`src/rtl/sprite_fetch_ctrl_pkg.sv`:
```
// Shared definitions for the sprite fetch controller: default geometry,
// animation state encodings and width helpers.
package sprite_fetch_ctrl_pkg;

    localparam int DATA_WIDTH_D = 12;
    localparam int ADDR_WIDTH_D = 15;
    localparam int SPR_W_D      = 64;
    localparam int SPR_H_D      = 64;
    localparam int NUM_FRAMES_D = 8;
    localparam int FRAME_DIV_D  = 6;
    localparam int PIX_W_D      = 10;
    localparam logic [DATA_WIDTH_D-1:0] TRANSP_D = 12'hF0F;

    typedef enum logic [1:0] {
        ST_IDLE = 2'd0,
        ST_RUN  = 2'd1,
        ST_DONE = 2'd2
    } anim_state_e;

    // Bits needed to index n items, never less than one.
    function automatic int clog2_min1(input int n);
        return (n > 1) ? $clog2(n) : 1;
    endfunction

    localparam int FRAME_W_D = clog2_min1(NUM_FRAMES_D);

endpackage

```
`src/rtl/sprite_fetch_ctrl_if.sv`:
```
// Bundle of DTG timing, sprite control, sprite RAM read port and colorizer
// outputs. The fetch controller uses the slave view, its environment the master.
interface sprite_fetch_ctrl_if
    import sprite_fetch_ctrl_pkg::*;
#(
    parameter int DATA_WIDTH = DATA_WIDTH_D,
    parameter int ADDR_WIDTH = ADDR_WIDTH_D,
    parameter int PIX_W      = PIX_W_D,
    parameter int FRAME_W    = FRAME_W_D
);
    logic [PIX_W-1:0]      pix_row;
    logic [PIX_W-1:0]      pix_col;
    logic                  video_on;
    logic                  frame_tick;
    logic [PIX_W-1:0]      spr_x;
    logic [PIX_W-1:0]      spr_y;
    logic [1:0]            spr_flip;
    logic                  anim_en;
    logic                  anim_once;
    logic [ADDR_WIDTH-1:0] rd_addr;
    logic [DATA_WIDTH-1:0] rd_data;
    logic [DATA_WIDTH-1:0] pix_color;
    logic                  pix_valid;
    logic [FRAME_W-1:0]    cur_frame;
    logic                  anim_done;

    modport master (
        output pix_row, pix_col, video_on, frame_tick,
        output spr_x, spr_y, spr_flip, anim_en, anim_once,
        output rd_data,
        input  rd_addr, pix_color, pix_valid, cur_frame, anim_done
    );

    modport slave (
        input  pix_row, pix_col, video_on, frame_tick,
        input  spr_x, spr_y, spr_flip, anim_en, anim_once,
        input  rd_data,
        output rd_addr, pix_color, pix_valid, cur_frame, anim_done
    );

endinterface

```
`src/rtl/sprite_fetch_ctrl_anim_fsm.sv`:
```
// Animation sequencer: counts vertical-blank ticks and steps the displayed
// frame, looping or parking on the last frame in once mode.
module sprite_fetch_ctrl_anim_fsm
    import sprite_fetch_ctrl_pkg::*;
#(
    parameter int NUM_FRAMES = NUM_FRAMES_D,
    parameter int FRAME_DIV  = FRAME_DIV_D,
    parameter int FRAME_W    = FRAME_W_D
) (
    input  logic               clk,
    input  logic               reset,
    input  logic               frame_tick,
    input  logic               anim_en,
    input  logic               anim_once,
    output logic [FRAME_W-1:0] cur_frame,
    output logic               anim_done
);

    localparam int DIV_W = clog2_min1(FRAME_DIV);
    localparam logic [DIV_W-1:0]   DIV_LAST    = DIV_W'(FRAME_DIV - 1);
    localparam logic [FRAME_W-1:0] FRAME_LAST  = FRAME_W'(NUM_FRAMES - 1);
    localparam logic [FRAME_W-1:0] FRAME_PENUL = FRAME_W'(NUM_FRAMES - 2);

    anim_state_e        state_r, state_n_s;
    logic [DIV_W-1:0]   div_r, div_n_s;
    logic [FRAME_W-1:0] frame_r, frame_n_s;
    logic               done_r, done_n_s;

    // State, divider, frame and done flag registers
    always_ff @(posedge clk or posedge reset) begin
        if (reset) begin
            state_r <= ST_IDLE;
            div_r   <= '0;
            frame_r <= '0;
            done_r  <= 1'b0;
        end else begin
            state_r <= state_n_s;
            div_r   <= div_n_s;
            frame_r <= frame_n_s;
            done_r  <= done_n_s;
        end
    end

    // Next-state logic; losing anim_en takes priority over a coincident tick
    always_comb begin
        state_n_s = state_r;
        div_n_s   = div_r;
        frame_n_s = frame_r;
        case (state_r)
            ST_IDLE: begin
                div_n_s = '0;
                if (anim_en) begin
                    state_n_s = ST_RUN;
                end else begin
                    state_n_s = ST_IDLE;
                end
            end
            ST_RUN: begin
                if (!anim_en) begin
                    state_n_s = ST_IDLE;
                    div_n_s   = '0;
                end else if (frame_tick && (div_r == DIV_LAST)) begin
                    div_n_s = '0;
                    if (frame_r == FRAME_LAST) begin
                        if (anim_once) begin
                            state_n_s = ST_DONE;
                        end else begin
                            frame_n_s = '0;
                        end
                    end else begin
                        frame_n_s = frame_r + 1'b1;
                        // Once mode parks as soon as it lands on the last frame
                        if (anim_once && (frame_r == FRAME_PENUL)) begin
                            state_n_s = ST_DONE;
                        end else begin
                            state_n_s = ST_RUN;
                        end
                    end
                end else if (frame_tick) begin
                    div_n_s = div_r + 1'b1;
                end else begin
                    state_n_s = ST_RUN;
                end
            end
            ST_DONE: begin
                if (!anim_en || !anim_once) begin
                    state_n_s = ST_IDLE;
                end else begin
                    state_n_s = ST_DONE;
                end
            end
            default: begin
                state_n_s = ST_IDLE;
                div_n_s   = '0;
                frame_n_s = '0;
            end
        endcase
        done_n_s = (state_n_s == ST_DONE);
    end

    assign cur_frame = frame_r;
    assign anim_done = done_r;

endmodule

```
`src/rtl/sprite_fetch_ctrl.sv`:
```
// Sprite fetch controller: maps DTG row/col to a sprite-sheet address,
// absorbs the RAM read latency and emits a registered colour and opaque flag.
module sprite_fetch_ctrl
    import sprite_fetch_ctrl_pkg::*;
#(
    parameter int DATA_WIDTH = DATA_WIDTH_D,
    parameter int ADDR_WIDTH = ADDR_WIDTH_D,
    parameter int SPR_W      = SPR_W_D,
    parameter int SPR_H      = SPR_H_D,
    parameter int NUM_FRAMES = NUM_FRAMES_D,
    parameter int FRAME_DIV  = FRAME_DIV_D,
    parameter int PIX_W      = PIX_W_D,
    parameter logic [DATA_WIDTH-1:0] TRANSP = TRANSP_D
) (
    input  logic                clk,
    input  logic                reset,
    sprite_fetch_ctrl_if.slave  bus
);

    localparam int LX_W    = clog2_min1(SPR_W);
    localparam int LY_W    = clog2_min1(SPR_H);
    localparam int FRAME_W = clog2_min1(NUM_FRAMES);

    logic [PIX_W-1:0]      sx_r, sy_r;
    logic [1:0]            flip_r;
    logic [PIX_W:0]        dx_s, dy_s;
    logic [LX_W-1:0]       lx_s;
    logic [LY_W-1:0]       ly_s;
    logic                  hit_s;
    logic [ADDR_WIDTH-1:0] addr_s;
    logic [FRAME_W-1:0]    cur_frame_s;
    logic                  anim_done_s;
    logic [ADDR_WIDTH-1:0] rd_addr_r;
    logic                  hit1_r, hit2_r;
    logic [DATA_WIDTH-1:0] pix_color_r;
    logic                  pix_valid_r;

    sprite_fetch_ctrl_anim_fsm #(
        .NUM_FRAMES (NUM_FRAMES),
        .FRAME_DIV  (FRAME_DIV),
        .FRAME_W    (FRAME_W)
    ) u_anim (
        .clk        (clk),
        .reset      (reset),
        .frame_tick (bus.frame_tick),
        .anim_en    (bus.anim_en),
        .anim_once  (bus.anim_once),
        .cur_frame  (cur_frame_s),
        .anim_done  (anim_done_s)
    );

    // Placement shadows change only at vertical blank so a frame never tears
    always_ff @(posedge clk or posedge reset) begin
        if (reset) begin
            sx_r   <= '0;
            sy_r   <= '0;
            flip_r <= 2'b00;
        end else if (bus.frame_tick) begin
            sx_r   <= bus.spr_x;
            sy_r   <= bus.spr_y;
            flip_r <= bus.spr_flip;
        end
    end

    // Hit test and sheet address; the extra top bit flags a negative offset
    always_comb begin
        dx_s = {1'b0, bus.pix_col} - {1'b0, sx_r};
        dy_s = {1'b0, bus.pix_row} - {1'b0, sy_r};
        hit_s = bus.video_on
              && !dx_s[PIX_W] && (dx_s[PIX_W-1:0] < PIX_W'(SPR_W))
              && !dy_s[PIX_W] && (dy_s[PIX_W-1:0] < PIX_W'(SPR_H));
        // Sprite sides are powers of two, so SIZE-1-n is just ~n
        if (flip_r[0]) begin
            lx_s = ~dx_s[LX_W-1:0];
        end else begin
            lx_s = dx_s[LX_W-1:0];
        end
        if (flip_r[1]) begin
            ly_s = ~dy_s[LY_W-1:0];
        end else begin
            ly_s = dy_s[LY_W-1:0];
        end
        addr_s = ADDR_WIDTH'({cur_frame_s, ly_s, lx_s});
    end

    // Address stage plus two-deep hit pipeline aligned with the RAM latency
    always_ff @(posedge clk or posedge reset) begin
        if (reset) begin
            rd_addr_r   <= '0;
            hit1_r      <= 1'b0;
            hit2_r      <= 1'b0;
            pix_color_r <= '0;
            pix_valid_r <= 1'b0;
        end else begin
            if (hit_s) begin
                rd_addr_r <= addr_s;
            end
            hit1_r      <= hit_s;
            hit2_r      <= hit1_r;
            pix_color_r <= bus.rd_data;
            pix_valid_r <= hit2_r && (bus.rd_data != TRANSP);
        end
    end

    assign bus.rd_addr   = rd_addr_r;
    assign bus.pix_color = pix_color_r;
    assign bus.pix_valid = pix_valid_r;
    assign bus.cur_frame = cur_frame_s;
    assign bus.anim_done = anim_done_s;

endmodule

```
`src/flat_wrapper.sv`:
```
// flat-port wrapper written by rule: the top's interface ports become plain ports
module sprite_fetch_ctrl_flat import sprite_fetch_ctrl_pkg::*;
#(
    parameter int DATA_WIDTH = DATA_WIDTH_D,
    parameter int ADDR_WIDTH = ADDR_WIDTH_D,
    parameter int SPR_W      = SPR_W_D,
    parameter int SPR_H      = SPR_H_D,
    parameter int NUM_FRAMES = NUM_FRAMES_D,
    parameter int FRAME_DIV  = FRAME_DIV_D,
    parameter int PIX_W      = PIX_W_D,
    parameter logic [DATA_WIDTH-1:0] TRANSP = TRANSP_D
)
  (clk, reset, bus_pix_row, bus_pix_col, bus_video_on, bus_frame_tick, bus_spr_x, bus_spr_y, bus_spr_flip, bus_anim_en, bus_anim_once, bus_rd_data, bus_rd_addr, bus_pix_color, bus_pix_valid, bus_cur_frame, bus_anim_done);
  sprite_fetch_ctrl_if #(.DATA_WIDTH(DATA_WIDTH), .ADDR_WIDTH(ADDR_WIDTH), .PIX_W(PIX_W), .FRAME_W(3)) bus_i ();
  input  logic clk;
  input  logic reset;
  input wire logic [$bits(bus_i.pix_row)-1:0] bus_pix_row;
  input wire logic [$bits(bus_i.pix_col)-1:0] bus_pix_col;
  input wire logic [$bits(bus_i.video_on)-1:0] bus_video_on;
  input wire logic [$bits(bus_i.frame_tick)-1:0] bus_frame_tick;
  input wire logic [$bits(bus_i.spr_x)-1:0] bus_spr_x;
  input wire logic [$bits(bus_i.spr_y)-1:0] bus_spr_y;
  input wire logic [$bits(bus_i.spr_flip)-1:0] bus_spr_flip;
  input wire logic [$bits(bus_i.anim_en)-1:0] bus_anim_en;
  input wire logic [$bits(bus_i.anim_once)-1:0] bus_anim_once;
  input wire logic [$bits(bus_i.rd_data)-1:0] bus_rd_data;
  output wire logic [$bits(bus_i.rd_addr)-1:0] bus_rd_addr;
  output wire logic [$bits(bus_i.pix_color)-1:0] bus_pix_color;
  output wire logic [$bits(bus_i.pix_valid)-1:0] bus_pix_valid;
  output wire logic [$bits(bus_i.cur_frame)-1:0] bus_cur_frame;
  output wire logic [$bits(bus_i.anim_done)-1:0] bus_anim_done;
  assign bus_i.pix_row = bus_pix_row;
  assign bus_i.pix_col = bus_pix_col;
  assign bus_i.video_on = bus_video_on;
  assign bus_i.frame_tick = bus_frame_tick;
  assign bus_i.spr_x = bus_spr_x;
  assign bus_i.spr_y = bus_spr_y;
  assign bus_i.spr_flip = bus_spr_flip;
  assign bus_i.anim_en = bus_anim_en;
  assign bus_i.anim_once = bus_anim_once;
  assign bus_i.rd_data = bus_rd_data;
  assign bus_rd_addr = bus_i.rd_addr;
  assign bus_pix_color = bus_i.pix_color;
  assign bus_pix_valid = bus_i.pix_valid;
  assign bus_cur_frame = bus_i.cur_frame;
  assign bus_anim_done = bus_i.anim_done;
  sprite_fetch_ctrl #(.DATA_WIDTH(DATA_WIDTH), .ADDR_WIDTH(ADDR_WIDTH), .SPR_W(SPR_W), .SPR_H(SPR_H), .NUM_FRAMES(NUM_FRAMES), .FRAME_DIV(FRAME_DIV), .PIX_W(PIX_W), .TRANSP(TRANSP)) u_core (.clk(clk), .reset(reset), .bus(bus_i));
endmodule
```
`config.mk`:
```
export PLATFORM = sky130hd
export DESIGN_NAME = sprite_fetch_ctrl_flat
export DESIGN_NICKNAME = d
export VERILOG_FILES = /design/src/rtl/sprite_fetch_ctrl_pkg.sv /design/src/rtl/sprite_fetch_ctrl_if.sv /design/src/rtl/sprite_fetch_ctrl_anim_fsm.sv /design/src/rtl/sprite_fetch_ctrl.sv /design/src/flat_wrapper.sv
export SDC_FILE = /design/constraint.sdc
export NUM_CORES = 1
export LEC_CHECK = 0
export BUFFER_PORTS_ARGS = -buffer_cell sky130_fd_sc_hd__buf_2
export CAP_MARGIN = 20
export CELL_PAD_IN_SITES_DETAIL_PLACEMENT = 1
export CELL_PAD_IN_SITES_GLOBAL_PLACEMENT = 2
export CORE_UTILIZATION = 33
export CTS_CLUSTER_DIAMETER = 80
export CTS_CLUSTER_SIZE = 14
export DETAILED_ROUTE_END_ITERATION = 10
export GPL_TIMING_DRIVEN = 1
export PLACE_DENSITY = 0.93
export SLEW_MARGIN = 20
export SYNTH_ARGS = -nofsm -noshare
export SYNTH_HDL_FRONTEND = slang
export SYNTH_SLANG_ARGS = --single-unit
```
`constraint.sdc`:
```
create_clock -name clk -period 3.6 [get_ports clk]
set_input_delay 0.72 -clock clk [delete_from_list [all_inputs] [get_ports clk]]
set_output_delay 0.72 -clock clk [all_outputs]
set_load 0.005 [all_outputs]
```
==> run metrics, run 1 <==
ys async rst share=100.0%; CTS Hold Buffers Added=0; Critical Path AT=roughly 3.2 ns; Synthesized Nets=a little over 400; placed cells=537; htree depth=3; vias in the first global route=approximately 2700; r2r worst-path depth=9; DR pass1 iterations=4; largest net degree at the start of global routing=44; pwr dens=between 400 and 500 mW/mm²; dpl cell area=between 0.003 and 0.004 mm²; Synthesis Warnings=0; Mapped Cells=321; GRT Overall Usage=approximately 16%; Max Fclk=around 0.34 GHz; GPL Wtd Cong=just over 0.8; Netlist cell types=47; core area=around 0.0099 mm²; clock tree buffer depth=2; first-pass GRT wire length=between 10000 and 15000 µm; Reg clk slew, reported paths=approximately 0.070 ns; antenna-violating nets left=0; final clock skew=0.006040 ns; Final Critical Period=roughly 3 ns; postcts setup bufs=0; Routed Wire Length=7766 µm; vias per inst=roughly 4.7; min-delay src=u_core.hit1_r; CP endpoint kind=flop; Synth area leaders=dfrtp_1 (45%), ha_1 (9.3%), mux2_4 (4.0%); most frequent cells in the layout=buf_2 (91), dfrtp_1 (61), inv_1 (33); Synth top area share=a little under half; Port-buffer cells=between 90 and 100; global route overflow=0; initial antenna violation count=0; Worst Hold End=u_core.hit2_r; ANT cells=0; final net count=between 500 and 600; Clock power frac=35.3%; total power=0.001754 W; CP Max Fanout=16; internal power=roughly 0.0012 W; crit share post-route=between 80% and 90%; layout cell share with drive strength beyond 1=between 30% and 40%; drt initial violations=19; clock latency on the worst-skew pair=0.34 ns; Chip Width=103.2 µm; CTS buffer count=9; per-cell routed wire length=roughly 14 µm; netlist area before placement=0.003377 mm²; Critical Path RT=about 3.8 ns; Setup crit start kind=input pin; sequential fraction of the synthesis area=about 45%; Die Y=about 100 µm; Sum Neg Setup Slack=0 ns; # setup viols final=0; CTS tree=yes; maxcap violations=0; die area=between 0.01 and 0.015 mm²; static leakage=~2.1 nW; flop-to-flop setup slack=between 0.7 and 0.8 ns; initial core utilization=34.23%; peak supply drop=0.1930 mV; hold path depth=0; reg-to-reg endpoint=u_core.bus.rd_addr[8]; flops & latches, synth=61; Reg2Reg Launch Point=u_core.sx_r[0]; Comb power frac=22.2%; Final HPWL DP=5965 µm; Sw Share=~30%; Clock Tree Root=clkbuf_8; via count=approximately 2600; worst-margin pin slew=approximately 0.65 ns; worst hold path type=reg -> reg; Post-synth EDFFs=0; max_slew headroom=between 50% and 60%; # IOs=between 90 and 100; final number of hold-violating endpoints=0; RSZ-0062 raised after global routing=no; post-CTS sizing=0; NetSw=0.0005251 W; outcome=finished, final reports clean; sequential share of power=between 40% and 50%; Non-Filler Instances=553; synth-to-layout area growth=23.23%; Worst Setup Path Type=in -> reg; Yosys top cell by area=dfrtp_1; Slew Limit Fails=0; fin area=0.004161 mm²; Residual DRC=0; TritonCTS sink count=between 60 and 70; Syn Area/Cell=roughly 11 µm²; row count=36; Top FF cell, synth=dfrtp_1; most common cell after layout, fill and taps aside=buf_2
-- power by group through the flow --
stage / Clock, W / Combinational, W / Sequential, W
floorplan: 0 / 0.000286 / 0.000751
global placement: 0 / 0.000381 / 0.000758
detailed placement: 0 / 0.000393 / 0.000760
CTS: 0.000642 / 0.000396 / 0.000746
global route: 0.000664 / 0.000440 / 0.000751
finish: 0.000619 / 0.000389 / 0.000746
-- worst max path at each step --
stage,start,end,cells past startpoint,slack (ns)
CTS,bus_pix_col[0],u_core.bus.rd_addr[1],11,0.63
finish,bus_pix_col[0],u_core.bus.rd_addr[8],11,0.65
detailed placement,bus_pix_col[0],u_core.bus.rd_addr[1],11,0.26
floorplan,bus_pix_col[0],u_core.bus.rd_addr[0],11,0.63
global route,bus_pix_col[0],u_core.bus.rd_addr[6],11,0.49
global placement,bus_pix_col[0],u_core.bus.rd_addr[0],11,0.30
-- layer usage --
metal  share of wire (%)  wire, µm  global-route usage, %
met1                  47      3680                  20.40
met2                  47      3628                  26.36
met3                 3.8       298                  2.712
met4                 2.0       159                  6.392
met5                   0         0                      0
-- layout make-up --
type | count | area, µm²
tap | 133 | 166.4
multi-input combinational | 216 | 1670
sequential | 61 | 1526
clock buffer | 9 | 123.9
timing repair buffer | 93 | 470.5
clock inverter | 7 | 76.32
fill | 1139 | 5703
inverter | 34 | 127.6
-- cells in the mapped netlist (6+ instances only) --
cell and count:
nor2_1 13, ha_1 25, clkbuf_1 7, inv_1 34, mux2_2 11, nand2_1 32
a21oi_1 9, xor2_1 7, o21ai_0 27, mux2_4 9, dfrtp_1 61, nand3_1 6
xnor2_1 15
-- logic make-up after synthesis --
kind of cell	after synthesis	share of synthesized area, %
AOI/OAI and AO/OA	60	10.93
xor gates and xnor gates	22	5.706
adders and majority gates	27	10.45
buffers and inverters	44	5.335
DFF	61	45.20
muxes	24	8.855
and+or+nand+nor	83	13.52
-- flip-flops by register name (all words and copies together) (netlist names) --
register and cells:
u_core.bus.pix_color 12, u_core.u_anim.cur_frame 3, u_core.hit1_r 1, u_core.u_anim.state_r 2, u_core.u_anim.anim_done 1, u_core.bus.rd_addr 15
u_core.flip_r 2, u_core.sy_r 10, u_core.bus.pix_valid 1, u_core.u_anim.div_r 3, u_core.hit2_r 1, u_core.sx_r 10
-- through the flow --
stage               utilization, %  worst slack, ns  hold WS, ns
floorplan                        -           0.6311       0.3312
global placement             40.16           0.2990       0.3384
detailed placement           40.16           0.2571       0.3484
CTS                          42.19           0.6287       0.3659
global route                 42.19           0.4874       0.3684
finish                       42.19           0.6546       0.3592
-- worst max-delay path: stages --
cell     delay, ns
buf_2         0.08
inv_1         0.03
ha_1          0.22
fa_1          0.41
nor2b_1       0.11
o21ai_0       0.11
a21oi_1       0.22
mux2i_1       0.15
nor4b_4       0.34
nand4_4       0.37
mux2_4        0.41
No activity file was read; power rests on OpenSTA's default activity.
==> run 2, diff against run 1 <==
Clock period 3.6 ns to 2.9 ns, I/O delays scaled along.
==> run metrics, run 2 (synthesis results as in run 1) <==
antenna-violating nets left=0 (unchanged); vias per inst=4.748 (+0.64%); CP endpoint kind=flop; Slew Limit Fails=0 (unchanged); GPL Wtd Cong=0.7484 (-8.8%); ANT cells=0 (unchanged); clock latency on the worst-skew pair=0.35 ns (about the same); peak supply drop=0.1962 mV (+1.6%); fin area=0.004214 mm² (+1.3%); Final HPWL DP=6154 µm (+3.2%); final clock skew=0.007321 ns (+0.001281 ns); row count=36 (unchanged); most common cell after layout, fill and taps aside=buf_2; per-cell routed wire length=14.04 µm (about the same); flop-to-flop setup slack=0.24 ns (-0.52 ns); most frequent cells in the layout=buf_2 (91), dfrtp_1 (61), inv_1 (33); final net count=509 (+1.4%); htree depth=3 (unchanged); CTS buffer count=9 (unchanged); Routed Wire Length=7864 µm (+1.3%); # IOs=92 (unchanged); worst hold path type=in -> async; static leakage=2.180 nW (+1.6%); CTS tree=yes; Max Fclk=~0.38 GHz; Port-buffer cells=91 (unchanged); number of flip-flops in the largest register=15 (unchanged); Worst Setup Path Type=reg -> reg; via count=2659 (+1.9%); layout cell share with drive strength beyond 1=33.49% (+1.1 points); Residual DRC=0 (unchanged); outcome=finished, final reports clean; clock tree buffer depth=2 (unchanged); GRT Overall Usage=16.55% (+0.73 points); Reg clk slew, reported paths=0.08 ns (about the same); placed cells=544 (+1.3%); maxcap violations=0 (unchanged); Chip Width=103.2 µm (unchanged); initial core utilization=34.23% (unchanged); post-CTS sizing=0 (unchanged); Critical Path AT=2.90 ns (-0.27 ns); postcts setup bufs=0 (unchanged); dpl cell area=0.004039 mm² (+2.0%); first-pass GRT wire length=13230 µm (+3.4%); Sum Neg Setup Slack=0 ns (unchanged); global route overflow=0 (unchanged); vias in the first global route=2833 (+6.7%); TritonCTS sink count=61 (unchanged); drt initial violations=22 (+3); core area=0.009864 mm² (unchanged); Die Y=103.2 µm (unchanged); largest net degree at the start of global routing=43 (-2.3%); CTS Hold Buffers Added=0 (unchanged); Final Critical Period=2.662 ns; crit share post-route=slightly above 90%; die area=0.01064 mm² (unchanged); worst setup path startpoint=u_core.sx_r[0]; Non-Filler Instances=560 (+1.3%); DR pass1 iterations=4 (unchanged); # setup viols final=0 (unchanged); total power=0.002114 W (+21%); worst-margin pin slew=0.6973 ns (+0.05126 ns); Setup crit start kind=flop; Reg2Reg Launch Point=u_core.sx_r[0]; Clock Tree Root=clkbuf_8; synth-to-layout area growth=24.79%; pwr dens=501.8 mW/mm² (+19%); CP Max Fanout=16 (unchanged); Critical Path RT=3.14 ns (-0.69 ns); initial antenna violation count=0 (unchanged); RSZ-0062 raised after global routing=no; max_slew headroom=53.44% (-3.4 points); final number of hold-violating endpoints=0 (unchanged)
==> run 2: per-stage QoR <==
stage               utilization [%]  setup WS [ns]  hold slack, ns
floorplan                         -        0.07111          0.3312
global placement              40.94       -0.05043          0.3382
detailed placement            40.94       -0.09500          0.3505
CTS                           42.72         0.2117          0.3212
global route                  42.72         0.1021          0.3289
finish                        42.72         0.2380          0.3326
==> run 2: path summary, 6_finish.rpt <==
| path | to | depth (start not counted) |
|---|---|---|
| setup / recovery | u_core.bus.rd_addr[1] | 10 |
| hold / removal | u_core.bus.pix_color[4] | 2 |
| setup reg to reg | u_core.bus.rd_addr[1] | 10 |
| hold reg to reg | u_core.hit2_r | 0 |
| max in group asynchronous | u_core.sy_r[9] | 3 |
| min in group clk | u_core.bus.pix_color[4] | 1 |
==> run 2: routing by layer <==
| layer | vias to the layer above | track usage (%) | wire length, µm |
|---|---|---|---|
| met4 | 0 | 7.909 | 176 |
| met2 | 75 | 28.56 | 3880 |
| met1 | 1278 | 20.09 | 3495 |
| li1 | 1292 | - | - |
| met3 | 14 | 2.780 | 311 |
| met5 | - | 0 | 0 |
==> run 2: area by class of cell <==
type	instances	area [µm²]
Clock buffer	9	123.9
Clock inverter	7	51.30
Fill cell	1154	5650
Inverter	34	127.6
Multi-Input combinational cell	216	1670
Sequential cell	61	1526
Tap cell	133	166.4
Timing Repair Buffer	100	548.0
==> run 2: critical path, cell delays in order (launching register included) <==
cell and delay (ns):
dfrtp_1 0.39, ha_1 0.22, fa_1 0.39, nor2b_1 0.11, o21ai_0 0.10, a21oi_1 0.22, mux2i_1 0.15, nor4b_4 0.34
nand4_4 0.14, buf_12 0.18, mux2_4 0.30
==> run 2: report_power, final <==
part           switching (W)  total [W]  leakage (nW)  internal (W)
registers          0.0000275   0.000926         0.769      0.000898
logic               0.000257   0.000497          1.33      0.000241
clock network       0.000379   0.000691        0.0856      0.000312
total               0.000663    0.00211          2.18       0.00145
==> run 3, diff against run 2 <==
Settings changed: ABC_AREA from default to 1, CORE_UTILIZATION 33 to 31.
==> run metrics, run 3 <==
antenna-violating nets left=0 (unchanged); Max Fclk=0.4167 GHz (+11%); sequential share of power=34.1% (-9.7 points); Setup crit start kind=flop; final net count=664 (+30%); static leakage=2.631 nW (+21%); initial antenna violation count=0 (unchanged); initial core utilization=31.72% (-2.5 points); CP Max Fanout=15 (-1); Synth area leaders=dfrtp_1 (40%), nand2_1 (14%), ha_1 (8.2%); CTS tree=yes; Sw Share=31.43% (+0.051 points); die area=0.01268 mm² (+19%); GRT Overall Usage=17.82% (+1.3 points); GPL Wtd Cong=0.8124 (+8.6%); core area=0.01196 mm² (+21%); first-pass GRT wire length=17440 µm (+32%); slowest stage delay, CP=0.41 ns (+0.02 ns); Synthesis Warnings=0 (unchanged); Yosys top cell by area=dfrtp_1; # IOs=92 (unchanged); CTS buffer count=9 (unchanged); outcome=finished, final reports clean; Netlist cell types=36 (-23%); TritonCTS sink count=61 (unchanged); synth-to-layout area growth=23.85%; per-cell routed wire length=14.18 µm (+0.95%); Mapped Cells=482 (+50%); ANT cells=0 (unchanged); Port-buffer cells=91 (unchanged); Die Y=112.6 µm (+9.2%); Post-synth EDFFs=0 (unchanged); Synthesized Nets=569 (+39%); most frequent cells after synthesis=nand2_1 (138), inv_1 (80), dfrtp_1 (61); clock tree buffer depth=2 (unchanged); Reg clk slew, reported paths=0.06 ns (-0.02 ns); via count=3378 (+27%); post-CTS sizing=0 (unchanged); CTS Hold Buffers Added=0 (unchanged); flops & latches, synth=61 (unchanged); clock latency on the worst-skew pair=0.34 ns (about the same); Top FF cell, synth=dfrtp_1; # setup viols final=0 (unchanged); NetSw=0.0008917 W (+34%); largest net degree at the start of global routing=43 (unchanged); Critical-path top delay cell=fa_1; top-count cell post-synth=nand2_1; flop-to-flop setup slack=0.50 ns (+0.26 ns); Critical Path AT=2.67 ns (-0.23 ns); DR pass1 iterations=4 (unchanged); total power=0.002837 W (+34%); Critical Path RT=3.17 ns (+0.03 ns); Sum Neg Setup Slack=0 ns (unchanged); crit share post-route=82.75% (-9.0 points); Non-Filler Instances=729 (+30%); netlist area before placement=0.003794 mm² (+12%); drt initial violations=74 (+240%); most frequent cells in the layout=nand2_1 (138), buf_2 (91), inv_1 (79); final number of hold-violating endpoints=0 (unchanged); postcts setup bufs=0 (unchanged); worst path cell trace=ha_1 -> fa_1 -> inv_1 -> nand2_1 -> nand2_2 -> nand3_2 -> nand3_1 -> nand2_1 -> nor2_2 -> nand3_2 -> nor2_4 -> nand3_1 -> nand2_1; worst-margin pin slew=0.5242 ns (-0.1731 ns); Clock power frac=41.5% (+8.8 points); RSZ-0062 raised after global routing=no; vias in the first global route=3541 (+25%); CP top delay family=simple AND/OR/NAND/NOR gates; Chip Width=112.6 µm (+9.2%); worst setup path startpoint=u_core.sx_r[0]; Synth top area share=40.24% (-5.0 points); Layout fillers=1489 (+29%); Slew Limit Fails=0 (unchanged); global route overflow=0 (unchanged); peak supply drop=0.2678 mV (+37%); cell repeated most along the worst path=nand2_1; Clock Tree Root=clkbuf_16; pwr dens=603.9 mW/mm² (+20%); Reg2Reg Launch Point=u_core.sx_r[0]; row count=40 (+11%); layout cell share with drive strength beyond 1=24.40% (-9.1 points); Buf/Inv on CP=1 (unchanged); maxcap violations=0 (unchanged); Worst Setup Path Type=reg -> reg; vias per inst=4.634 (-2.4%); internal power=0.001946 W (+34%); most common cell after layout, fill and taps aside=nand2_1; htree depth=3 (unchanged); Residual DRC=0 (unchanged); Final HPWL DP=8189 µm (+33%); max_slew headroom=64.84% (+11 points); placed cells=713 (+31%); ys async rst share=100.0% (unchanged); Comb power frac=24.3% (+0.8 points); CP endpoint kind=flop; worst hold path type=in -> async; Final Critical Period=2.400 ns (-0.2621 ns); sequential fraction of the synthesis area=40.24% (-5.0 points); Syn Area/Cell=7.871 µm² (-25%); Routed Wire Length=10340 µm (+31%); number of flip-flops in the largest register=15 (unchanged); final clock skew=0.01032 ns (+0.002997 ns)
## run 3: kinds of logic after synthesis
group                      share of synthesized area (%)
adders and majority gates                          9.301
and+or+nand+nor                                    28.50
muxes                                             0.2968
DFF                                                40.24
buffers and inverters                              10.26
xor gates and xnor gates                           4.617
AOI/OAI and AO/OA                                  6.794
## run 3: cell type report
type | count | area (µm²) | area share [%]
Timing Repair Buffer | 94 | 478.0 | 10.17
Clock inverter | 7 | 98.84 | 2.104
Multi-Input combinational cell | 329 | 1878 | 39.97
Inverter | 82 | 307.8 | 6.551
Tap cell | 147 | 183.9 | 3.915
Sequential cell | 61 | 1526 | 32.49
Clock buffer | 9 | 225.2 | 4.794
## run 3: per-stage QoR
stage               util, %  worst slack (ns)  cell area, µm²  hold WS, ns
global route          39.28            0.2724            4698       0.1762
floorplan                 -            0.5650            3794       0.3312
global placement      36.57            0.2682            4374       0.3312
finish                39.28            0.5002            4698       0.1708
detailed placement    36.57            0.1608            4374       0.3356
CTS                   39.28            0.4692            4698       0.1632
## run 3: routing by layer
metal  up-vias  global-route usage (%)  share of wire, %  wire length [µm]
li1       1704                       -                 -                 -
met1      1579                   21.52                46              4722
met2        82                   30.58                48              4975
met3        13                   5.508               4.7               487
met4         0                   4.889               1.5               150
met5         -                       0                 0                 0
## run 3: power groups by stage
stage	registers [W]	logic [W]	clock network, W
after floorplan	0.000972	0.000496	0
after global placement	0.000981	0.000669	0
after detailed placement	0.000984	0.000695	0
after CTS	0.000970	0.000703	0.00121
after global routing	0.000976	0.000792	0.00124
final	0.000969	0.000690	0.00118
## run 3: worst paths after layout
path | to | cells past startpoint
min in group clk | u_core.hit2_r | 0
setup reg to reg | u_core.bus.rd_addr[1] | 13
hold / removal | u_core.bus.pix_color[3] | 2
hold reg to reg | u_core.hit2_r | 0
setup / recovery | u_core.bus.rd_addr[1] | 13
max in group asynchronous | u_core.sy_r[6] | 3
